$ cat src/rtl/nbody_pkg.sv
// Shared select codes, field and state enums for the n-body host front end,
// used by the host interface, the engine and the bench.
package nbody_pkg;

    localparam int BODY_ADDR_WIDTH = 9;
    localparam int SEL_WIDTH       = 7;
    localparam int MAX_BODIES      = 512;
    localparam int NUM_FIELDS      = 5;

    localparam logic [SEL_WIDTH-1:0] GO            = 7'h00;
    localparam logic [SEL_WIDTH-1:0] READ          = 7'h01;
    localparam logic [SEL_WIDTH-1:0] N_BODIES      = 7'h02;
    localparam logic [SEL_WIDTH-1:0] GAP           = 7'h03;
    localparam logic [SEL_WIDTH-1:0] X_SEL_LOWER   = 7'h04;
    localparam logic [SEL_WIDTH-1:0] X_SEL_UPPER   = 7'h05;
    localparam logic [SEL_WIDTH-1:0] Y_SEL_LOWER   = 7'h06;
    localparam logic [SEL_WIDTH-1:0] Y_SEL_UPPER   = 7'h07;
    localparam logic [SEL_WIDTH-1:0] M_SEL_LOWER   = 7'h08;
    localparam logic [SEL_WIDTH-1:0] M_SEL_UPPER   = 7'h09;
    localparam logic [SEL_WIDTH-1:0] VX_SEL_LOWER  = 7'h10;
    localparam logic [SEL_WIDTH-1:0] VX_SEL_UPPER  = 7'h11;
    localparam logic [SEL_WIDTH-1:0] VY_SEL_LOWER  = 7'h12;
    localparam logic [SEL_WIDTH-1:0] VY_SEL_UPPER  = 7'h13;
    localparam logic [SEL_WIDTH-1:0] DONE          = 7'h40;
    localparam logic [SEL_WIDTH-1:0] READ_X        = 7'h41;
    localparam logic [SEL_WIDTH-1:0] READ_Y        = 7'h42;

    // Enum value doubles as the mem_we bit position of the field.
    typedef enum logic [2:0] {
        FLD_X  = 3'd0,
        FLD_Y  = 3'd1,
        FLD_VX = 3'd2,
        FLD_VY = 3'd3,
        FLD_M  = 3'd4
    } field_e;

    typedef enum logic [1:0] {
        IDLE    = 2'd0,
        RUNNING = 2'd1,
        DONE_ST = 2'd2
    } state_e;

    function automatic logic [SEL_WIDTH-1:0] lower_sel(input logic [2:0] f);
        case (f)
            FLD_X:   lower_sel = X_SEL_LOWER;
            FLD_Y:   lower_sel = Y_SEL_LOWER;
            FLD_VX:  lower_sel = VX_SEL_LOWER;
            FLD_VY:  lower_sel = VY_SEL_LOWER;
            default: lower_sel = M_SEL_LOWER;
        endcase
    endfunction

    function automatic logic [SEL_WIDTH-1:0] upper_sel(input logic [2:0] f);
        case (f)
            FLD_X:   upper_sel = X_SEL_UPPER;
            FLD_Y:   upper_sel = Y_SEL_UPPER;
            FLD_VX:  upper_sel = VX_SEL_UPPER;
            FLD_VY:  upper_sel = VY_SEL_UPPER;
            default: upper_sel = M_SEL_UPPER;
        endcase
    endfunction

endpackage

$ cat src/rtl/nbody_half_stager.sv
// One field's lower-half stage; commit data is {upper half, stage}, combinational.
// The stage clears on every commit so a lone upper write carries a zero lower half.
module nbody_half_stager
    import nbody_pkg::*;
(
    input  logic        clk,
    input  logic        rst,
    input  logic        lo_wr_i,
    input  logic        hi_wr_i,
    input  logic [31:0] half_i,
    output logic [63:0] commit_dat_o
);

    logic [31:0] stage_q, stage_d;

    always_comb begin
        stage_d = stage_q;
        if (hi_wr_i) begin
            stage_d = '0;
        end else if (lo_wr_i) begin
            stage_d = half_i;
        end
    end

    always_ff @(posedge clk or posedge rst) begin
        if (rst) begin
            stage_q <= '0;
        end else begin
            stage_q <= stage_d;
        end
    end

    assign commit_dat_o = {half_i, stage_q};

endmodule

$ cat src/rtl/nbody_host_if.sv
// Host bus responder: control registers, 32->64 bit body-memory write assembly, result reads.
// Writes strobe mem_* one cycle after acceptance; reads return 2 edges later; always ready.
module nbody_host_if
    import nbody_pkg::*;
(
    input  logic                       clk,
    input  logic                       rst,
    input  logic                       chipselect,
    input  logic                       write,
    input  logic                       read,
    input  logic [15:0]                addr,
    input  logic [63:0]                writedata,
    output logic [63:0]                readdata,
    output logic                       start,
    output logic                       run,
    output logic                       freeze,
    output logic [9:0]                 n_bodies,
    output logic [31:0]                gap,
    input  logic                       done,
    output logic [NUM_FIELDS-1:0]      mem_we,
    output logic [BODY_ADDR_WIDTH-1:0] mem_waddr,
    output logic [63:0]                mem_wdata,
    output logic [BODY_ADDR_WIDTH-1:0] res_raddr,
    input  logic [63:0]                res_rdata_x,
    input  logic [63:0]                res_rdata_y
);

    logic [SEL_WIDTH-1:0]       sel;
    logic [BODY_ADDR_WIDTH-1:0] idx;
    logic [31:0]                wd;
    logic                       unused_wdata;
    logic                       wr_acc, rd_acc, busy, mem_sel;
    logic                       go_rise, go_clear;

    logic                       go_q, go_d;
    logic                       freeze_q, freeze_d;
    logic [9:0]                 nb_q, nb_d;
    logic [31:0]                gap_q, gap_d;
    logic                       err_q, err_d;
    logic                       start_q, start_d;
    logic [NUM_FIELDS-1:0]      we_q, we_d;
    logic [BODY_ADDR_WIDTH-1:0] waddr_q, waddr_d;
    logic [63:0]                wdata_q, wdata_d;
    logic                       rd_pend_q, rd_pend_d;
    logic [SEL_WIDTH-1:0]       rd_sel_q, rd_sel_d;
    logic [63:0]                readdata_q, readdata_d;
    state_e                     state_q, state_d;

    logic [NUM_FIELDS-1:0]      lo_hit, hi_hit, lo_wr, hi_wr;
    logic [63:0]                commit_dat [NUM_FIELDS];

    assign sel          = addr[15:9];
    assign idx          = addr[8:0];
    assign wd           = writedata[31:0];
    assign unused_wdata = ^writedata[63:32];

    // A simultaneous read and write performs only the write.
    assign wr_acc   = chipselect & write;
    assign rd_acc   = chipselect & read & ~write;
    assign busy     = go_q & ~done;
    assign go_rise  = wr_acc & (sel == GO) & wd[0] & ~go_q;
    assign go_clear = wr_acc & (sel == GO) & ~wd[0];

    always_comb begin
        lo_hit = '0;
        hi_hit = '0;
        for (int f = 0; f < NUM_FIELDS; f++) begin
            lo_hit[f] = (sel == lower_sel(3'(f)));
            hi_hit[f] = (sel == upper_sel(3'(f)));
        end
    end

    assign mem_sel = |(lo_hit | hi_hit);
    assign lo_wr   = (wr_acc & ~busy) ? lo_hit : '0;
    assign hi_wr   = (wr_acc & ~busy) ? hi_hit : '0;

    for (genvar g = 0; g < NUM_FIELDS; g++) begin : g_stage
        nbody_half_stager u_stager (
            .clk          (clk),
            .rst          (rst),
            .lo_wr_i      (lo_wr[g]),
            .hi_wr_i      (hi_wr[g]),
            .half_i       (wd),
            .commit_dat_o (commit_dat[g])
        );
    end

    always_comb begin
        state_d = state_q;
        case (state_q)
            IDLE:    if (go_rise) state_d = RUNNING;
            RUNNING: if (go_clear) state_d = IDLE;
                     else if (done) state_d = DONE_ST;
            DONE_ST: if (go_clear) state_d = IDLE;
            default: state_d = IDLE;
        endcase
    end

    always_comb begin
        go_d       = go_q;
        freeze_d   = freeze_q;
        nb_d       = nb_q;
        gap_d      = gap_q;
        err_d      = err_q;
        start_d    = go_rise;
        we_d       = hi_wr;
        waddr_d    = waddr_q;
        wdata_d    = wdata_q;
        rd_pend_d  = rd_acc;
        rd_sel_d   = rd_acc ? sel : rd_sel_q;
        readdata_d = readdata_q;

        if (wr_acc) begin
            case (sel)
                GO: begin
                    go_d = wd[0];
                    if (!wd[0]) err_d = 1'b0;
                end
                READ:     freeze_d = wd[0];
                N_BODIES: nb_d = (wd > 32'(MAX_BODIES)) ? 10'(MAX_BODIES) : wd[9:0];
                GAP:      gap_d = wd;
                default:  ;
            endcase
            if (mem_sel && busy) err_d = 1'b1;
        end

        if (|hi_wr) begin
            waddr_d = idx;
            for (int f = 0; f < NUM_FIELDS; f++) begin
                if (hi_wr[f]) wdata_d = commit_dat[f];
            end
        end

        // Result RAM output is valid now for the index presented last cycle.
        if (rd_pend_q) begin
            case (rd_sel_q)
                DONE:    readdata_d = {62'b0, err_q, done};
                READ_X:  readdata_d = freeze_q ? res_rdata_x : 64'b0;
                READ_Y:  readdata_d = freeze_q ? res_rdata_y : 64'b0;
                default: readdata_d = 64'b0;
            endcase
        end
    end

    always_ff @(posedge clk or posedge rst) begin
        if (rst) begin
            go_q       <= 1'b0;
            freeze_q   <= 1'b0;
            nb_q       <= '0;
            gap_q      <= '0;
            err_q      <= 1'b0;
            start_q    <= 1'b0;
            we_q       <= '0;
            waddr_q    <= '0;
            wdata_q    <= '0;
            rd_pend_q  <= 1'b0;
            rd_sel_q   <= '0;
            readdata_q <= '0;
            state_q    <= IDLE;
        end else begin
            go_q       <= go_d;
            freeze_q   <= freeze_d;
            nb_q       <= nb_d;
            gap_q      <= gap_d;
            err_q      <= err_d;
            start_q    <= start_d;
            we_q       <= we_d;
            waddr_q    <= waddr_d;
            wdata_q    <= wdata_d;
            rd_pend_q  <= rd_pend_d;
            rd_sel_q   <= rd_sel_d;
            readdata_q <= readdata_d;
            state_q    <= state_d;
        end
    end

    assign readdata  = readdata_q;
    assign start     = start_q;
    assign run       = go_q;
    assign freeze    = freeze_q;
    assign n_bodies  = nb_q;
    assign gap       = gap_q;
    assign mem_we    = we_q;
    assign mem_waddr = waddr_q;
    assign mem_wdata = wdata_q;
    assign res_raddr = idx;

endmodule

$ cat config.mk
export PLATFORM = sky130hd
export DESIGN_NAME = nbody_host_if
export DESIGN_NICKNAME = d
export VERILOG_FILES = /design/src/rtl/nbody_pkg.sv /design/src/rtl/nbody_half_stager.sv /design/src/rtl/nbody_host_if.sv
export SDC_FILE = /design/constraint.sdc
export NUM_CORES = 1
export LEC_CHECK = 0
export BUFFER_PORTS_ARGS = -buffer_cell sky130_fd_sc_hd__buf_2
export CORE_MARGIN = 5
export CORE_UTILIZATION = 57
export DETAILED_ROUTE_END_ITERATION = 16
export MAX_ROUTING_LAYER = met4
export PLACE_DENSITY_LB_ADDON = 0.05
export SYNTH_ARGS = -nofsm -noshare
export SYNTH_HDL_FRONTEND = slang
export SYNTH_SLANG_ARGS = --single-unit
$ cat constraint.sdc
create_clock -name clk -period 27.3 [get_ports clk]
set_clock_uncertainty 0.1 [all_clocks]
set_input_delay 2.73 -clock clk [delete_from_list [all_inputs] [get_ports clk]]
set_output_delay 2.73 -clock clk [all_outputs]
set_load 0.05 [all_outputs]
Word-level counts from Yosys, hierarchy flattened --
Index checks and enable logic that the tools add are counted.
Word-level totals: register bits 356, bits of input ports 214, output and inout port bits 196, word-level logic and storage cells 89
Cells by class: magnitude comparators 1, eq/ne operators 17, muxes and demuxes 24, bitwise operators 13, reductions and logical operators 17
Operator list (number):
- 2-to-1 mux 64 bit | 7
- 2-to-1 mux 32 bit | 10
- one-hot mux 64 bit (3 select lines) | 1
- greater-than comparator 32 x 10 -> 1 bit, second input constant | 1
- equality test 7 x 3 -> 1 bit, second input constant | 4
- equality test 7 x 5 -> 1 bit, second input constant | 4
- equality test 7 bit, second input constant | 3
- equality test 7 x 2 -> 1 bit, second input constant | 2
- equality test 7 x 4 -> 1 bit, second input constant | 2
- nonzero test 2 bit | 6
- 2-to-1 mux 10 bit | 1
- 2-to-1 mux 5 bit | 2
- AND reduction 2 bit | 5
- OR reduction 5 bit | 2
- bitwise AND 1 bit | 8
- equality test 7 x 1 -> 1 bit, second input constant | 1
- zero test 7 bit | 1
- OR 5 bit | 1
- nonzero test 5 bit | 1
- inverter 1 bit | 4
- 2-to-1 mux 1 bit | 3
- AND reduction 3 bit | 1
- != test 2 x 1 -> 1 bit, second input constant | 1
- logical AND 1 bit | 1

Depth between registers and ports, before layout --
depth in word-level cells 10, depth in mapped cells 8, depth with buffers taken out 5

By module --
Synthesis repeated with hierarchy kept, for this count alone.
Unflattened totals: cells, all modules 2104, area total of the unflattened synthesis 20214.4 um^2
Modules (own cells, without submodules):
- nbody_host_if | instances 1, cells an instance 1424, area each 12375.6 um^2, sequential area each 4904.7 um^2
- nbody_half_stager | instances 5, cells an instance 136, area each 1567.8 um^2, sequential area each 800.8 um^2

Least setup slack after synthesis --
OpenSTA, ideal clock, no wires.
path type input to output, start input addr[0], end output res_raddr[0], arrival time 2900 ps, required time 24470 ps, setup slack 21570 ps, cell stages on the path 1, buffers on the path 1, path through buf_4
RTL lines:
- start, declared | RTL line nbody_host_if.sv:11 | input logic [15:0] addr,
- end, declared | RTL line nbody_host_if.sv:23 | output logic [BODY_ADDR_WIDTH-1:0] res_raddr,
No word-level cell between the ends.

Worst setup path after layout --
start input addr[0], end output res_raddr[0]
No word-level cell between the ends.

==> flow_metrics.tcl <==
set metrics [dict create \
    synth_xor_area_share_pct 0.0585 \
    place_hpwl_um 28500 \
    drtAntennaViolNets 0 \
    crit_slowest_cell "buf_2" \
    cp-start-kind "input pin" \
    drt_first_iter_violations 998 \
    grt_pass1_vias 12100 \
    synthArstFlopShare_pct 100 \
    max_slew_margin_pct 19.0 \
    hp-class "reg2reg" \
    cp_num_cells 2 \
    setup_tns_ns 0 \
    cts_buffers 38 \
    grtUsageMet2_pct 47.0 \
    critical_path.endpoint "res_raddr[0]" \
    ios 410 \
    final.min_clock_period_ns 5.91 \
    synthFlopType "dfrtp_1" \
    grt.busiest_layer "met2" \
    nFillCells 2053 \
    synth_compound_area_share_pct 17.3 \
    timing.final.max_slew_violations 0 \
    synth.avg_cell_area_sq_um 10.5 \
    grtUsageTotal_pct 29.8 \
    start_util_pct 57.7 \
    p_leak_nw 8.92 \
    gr-total-overflow 0 \
    dr_total_vias 12300 \
    path_buf_inv 2 \
    yosys_warnings 0 \
    place_congestion 0.851 \
    cts.sinks 356 \
    max_slew.worst_pin.slew_ns 1.21 \
    clock-root-buffer "clkbuf_16" \
    synth_edf_count 0 \
    die_area_sq_um 29600 \
    setup_viol 0 \
    globalRouteMet1Util_pct 39.9 \
    crit_family "buffers and inverters" \
    grt_max_degree 171 \
    cp_common_cell "buf_2" \
    r2r-start "run$_DFFE_PP0P_" \
    cellPowerDensity_nw_per_um2 72.9 \
    syn_area_sq_um 15000 \
    synth_nets 1647 \
    crit_path_max_fanout 2 \
    synthAdderAreaFrac_pct 0 \
    die_h_um 172 \
    whs_ns 0.373 \
    clk_path_buf_depth 3 \
    reg2reg_slack_ns 24.17 \
    rows 59 \
    cp_data_required_time_ns 24.47 \
    ys_ff_latch 356 \
    core-area_sq_um 26000 \
    timing.fmax_mhz 169 \
    firstDrtPassIters 5 \
    drc_errors 0 \
    fin_nets 1969 \
    antenna_found_initial 7 \
    synth_top_family_by_area "compound AO/OA/AOI/OAI gates" \
    critical_path_class "in2out" \
    ctsHoldBuffers 0 \
    wl_per_cell_um 20.8 \
    final_cell_mix "buf_2 (377), dfrtp_1 (355), nand2_1 (298), o21ai_0 (196), mux2_2 (107)" \
    muxShareOfSynthArea_pct 8.04 \
    cts_tree "done" \
    critPathCaptureType "output port" \
    final_common_cell "buf_2" \
    path_cells "buf_2 > buf_2" \
    path_clk_slew_ns 0.06 \
    startpoint "addr[0]" \
    period_share_pct 21.7 \
    clk_latency_ns 0.51 \
    peakVddDrop_uv 55.7 \
    wl_um 44100 \
    synth_cell_types 40 \
    die_w_um 172 \
    cts_resized 0 \
    cts-htree-levels 2 \
    post_synth_inst_count 1433 \
    status "finished clean" \
    routed_via_density 5.81 \
    area_delta_synth_final_pct 21.3 \
    io_buffers 377 \
    slowest_delay_ns 0.26 \
    r2r_cells 5 \
    worstPathArrival_ns 3.08 \
    grt_pass1_wl_um 67600 \
    synthSimpleGateAreaFrac_pct 9.95 \
    r2r_end "mem_wdata[32]$_DFFE_PP0P_" \
    hold_violations 0 \
    drive_above_1_share_pct 32.2 \
    rsz0062_at_grt "no" \
    grtUsageMet3_pct 5.14 \
    cts_setup_buffers 0 \
    maxCapViolCount 0 \
    yosysSeqAreaShare_pct 59.5 \
]
-- through the flow --
step           instance area, sq um  worst slack [ns]  total power [mW]  util, %  std cells
2_1_floorplan                 15000             14.59             0.764        -       1433
3_5_place_dp                  17000             21.39             0.838     65.3       2050
3_3_place_gp                  17000             21.39             0.833     65.3       2050
5_1_grt                       18200             21.38              1.38     69.9       2120
4_1_cts                       18100             21.38              1.33     69.8       2113
6_report                      18200             21.39              1.32     69.9       2120
-- logic make-up (layout without fill, tap and decap cells) --
logic type	count (synthesis)	count (layout)
xor gates and xnor gates	1	1
AOI/OAI and AO/OA	434	434
muxes	107	107
and+or+nand+nor	355	355
other	0	7
buffers and inverters	180	525
DFF	356	356
-- routing by layer --
| layer | part of all wire, % | vias up |
|---|---|---|
| met5 | 0 | - |
| met2 | 48 | 550 |
| met4 | 2.9 | 0 |
| li1 | - | 5670 |
| met3 | 8.7 | 81 |
| met1 | 40 | 6016 |
-- power by group --
| group | total, mW | switching, mW | internal (mW) |
|---|---|---|---|
| Combinational | 0.234 | 0.172 | 0.0619 |
| Clock | 0.497 | 0.200 | 0.297 |
| Sequential | 0.594 | 0.0235 | 0.570 |
-- registers in the layout, indices dropped and copies added (netlist names), 5 cells and up --
signal and count:
g_stage.u_stager.stage_q 160, mem_wdata 64, readdata 64, gap 32, n_bodies 10, mem_waddr 9, rd_sel_q 7, mem_we 5
-- synthesized netlist by cell type (3+ instances only) --
library cell | n | area share (%)
a31oi_1 | 33 | 1.4
or4_1 | 3 | 0.15
or3_1 | 4 | 0.17
o22ai_1 | 94 | 3.9
buf_2 | 26 | 0.87
nand4_1 | 4 | 0.17
o21ai_0 | 196 | 6.5
nor4_1 | 9 | 0.38
a21o_1 | 32 | 1.6
nor2b_1 | 4 | 0.17
a22oi_1 | 64 | 3.2
o21ai_1 | 10 | 0.33
inv_1 | 67 | 1.7
mux2_2 | 107 | 8.0
buf_4 | 15 | 0.75
clkbuf_1 | 68 | 1.7
dfrtp_1 | 356 | 59
nand2_1 | 298 | 7.5
nand3_1 | 7 | 0.23
nor3_1 | 4 | 0.13
nor2_1 | 8 | 0.20
-- cell type report --
cell class              count  area, sq um  share of cell area [%]
diodes                      7         17.5                  0.0964
clock buffers              55         1100                    6.03
clock inverters             8         97.6                   0.537
inverters                  69          267                    1.47
multi-input cells         897         5340                    29.4
flip-flops and latches    356         8910                    49.0
well taps                 335          419                    2.31
repair buffers            393         2020                    11.1
-- how the worst min path moves through the flow --
| stage | end | depth (start not counted) | slack, ns | from |
|---|---|---|---|---|
| after global routing | g_stage[3].u_stager.stage_q[5]$_DFFE_PP0P_ | 2 | 0.39 | g_stage[3].u_stager.stage_q[5]$_DFFE_PP0P_ |
| after CTS | n_bodies[4]$_DFFE_PP0P_ | 2 | 0.38 | n_bodies[4]$_DFFE_PP0P_ |
| after floorplan | rd_sel_q[6]$_DFFE_PP0P_ | 2 | 0.34 | rd_sel_q[6]$_DFFE_PP0P_ |
| final | n_bodies[4]$_DFFE_PP0P_ | 2 | 0.37 | n_bodies[4]$_DFFE_PP0P_ |
| after global placement | g_stage[0].u_stager.stage_q[19]$_DFFE_PP0P_ | 2 | 0.36 | g_stage[0].u_stager.stage_q[19]$_DFFE_PP0P_ |
| after detailed placement | n_bodies[4]$_DFFE_PP0P_ | 2 | 0.36 | n_bodies[4]$_DFFE_PP0P_ |
No activity file was read; power rests on OpenSTA's default activity.
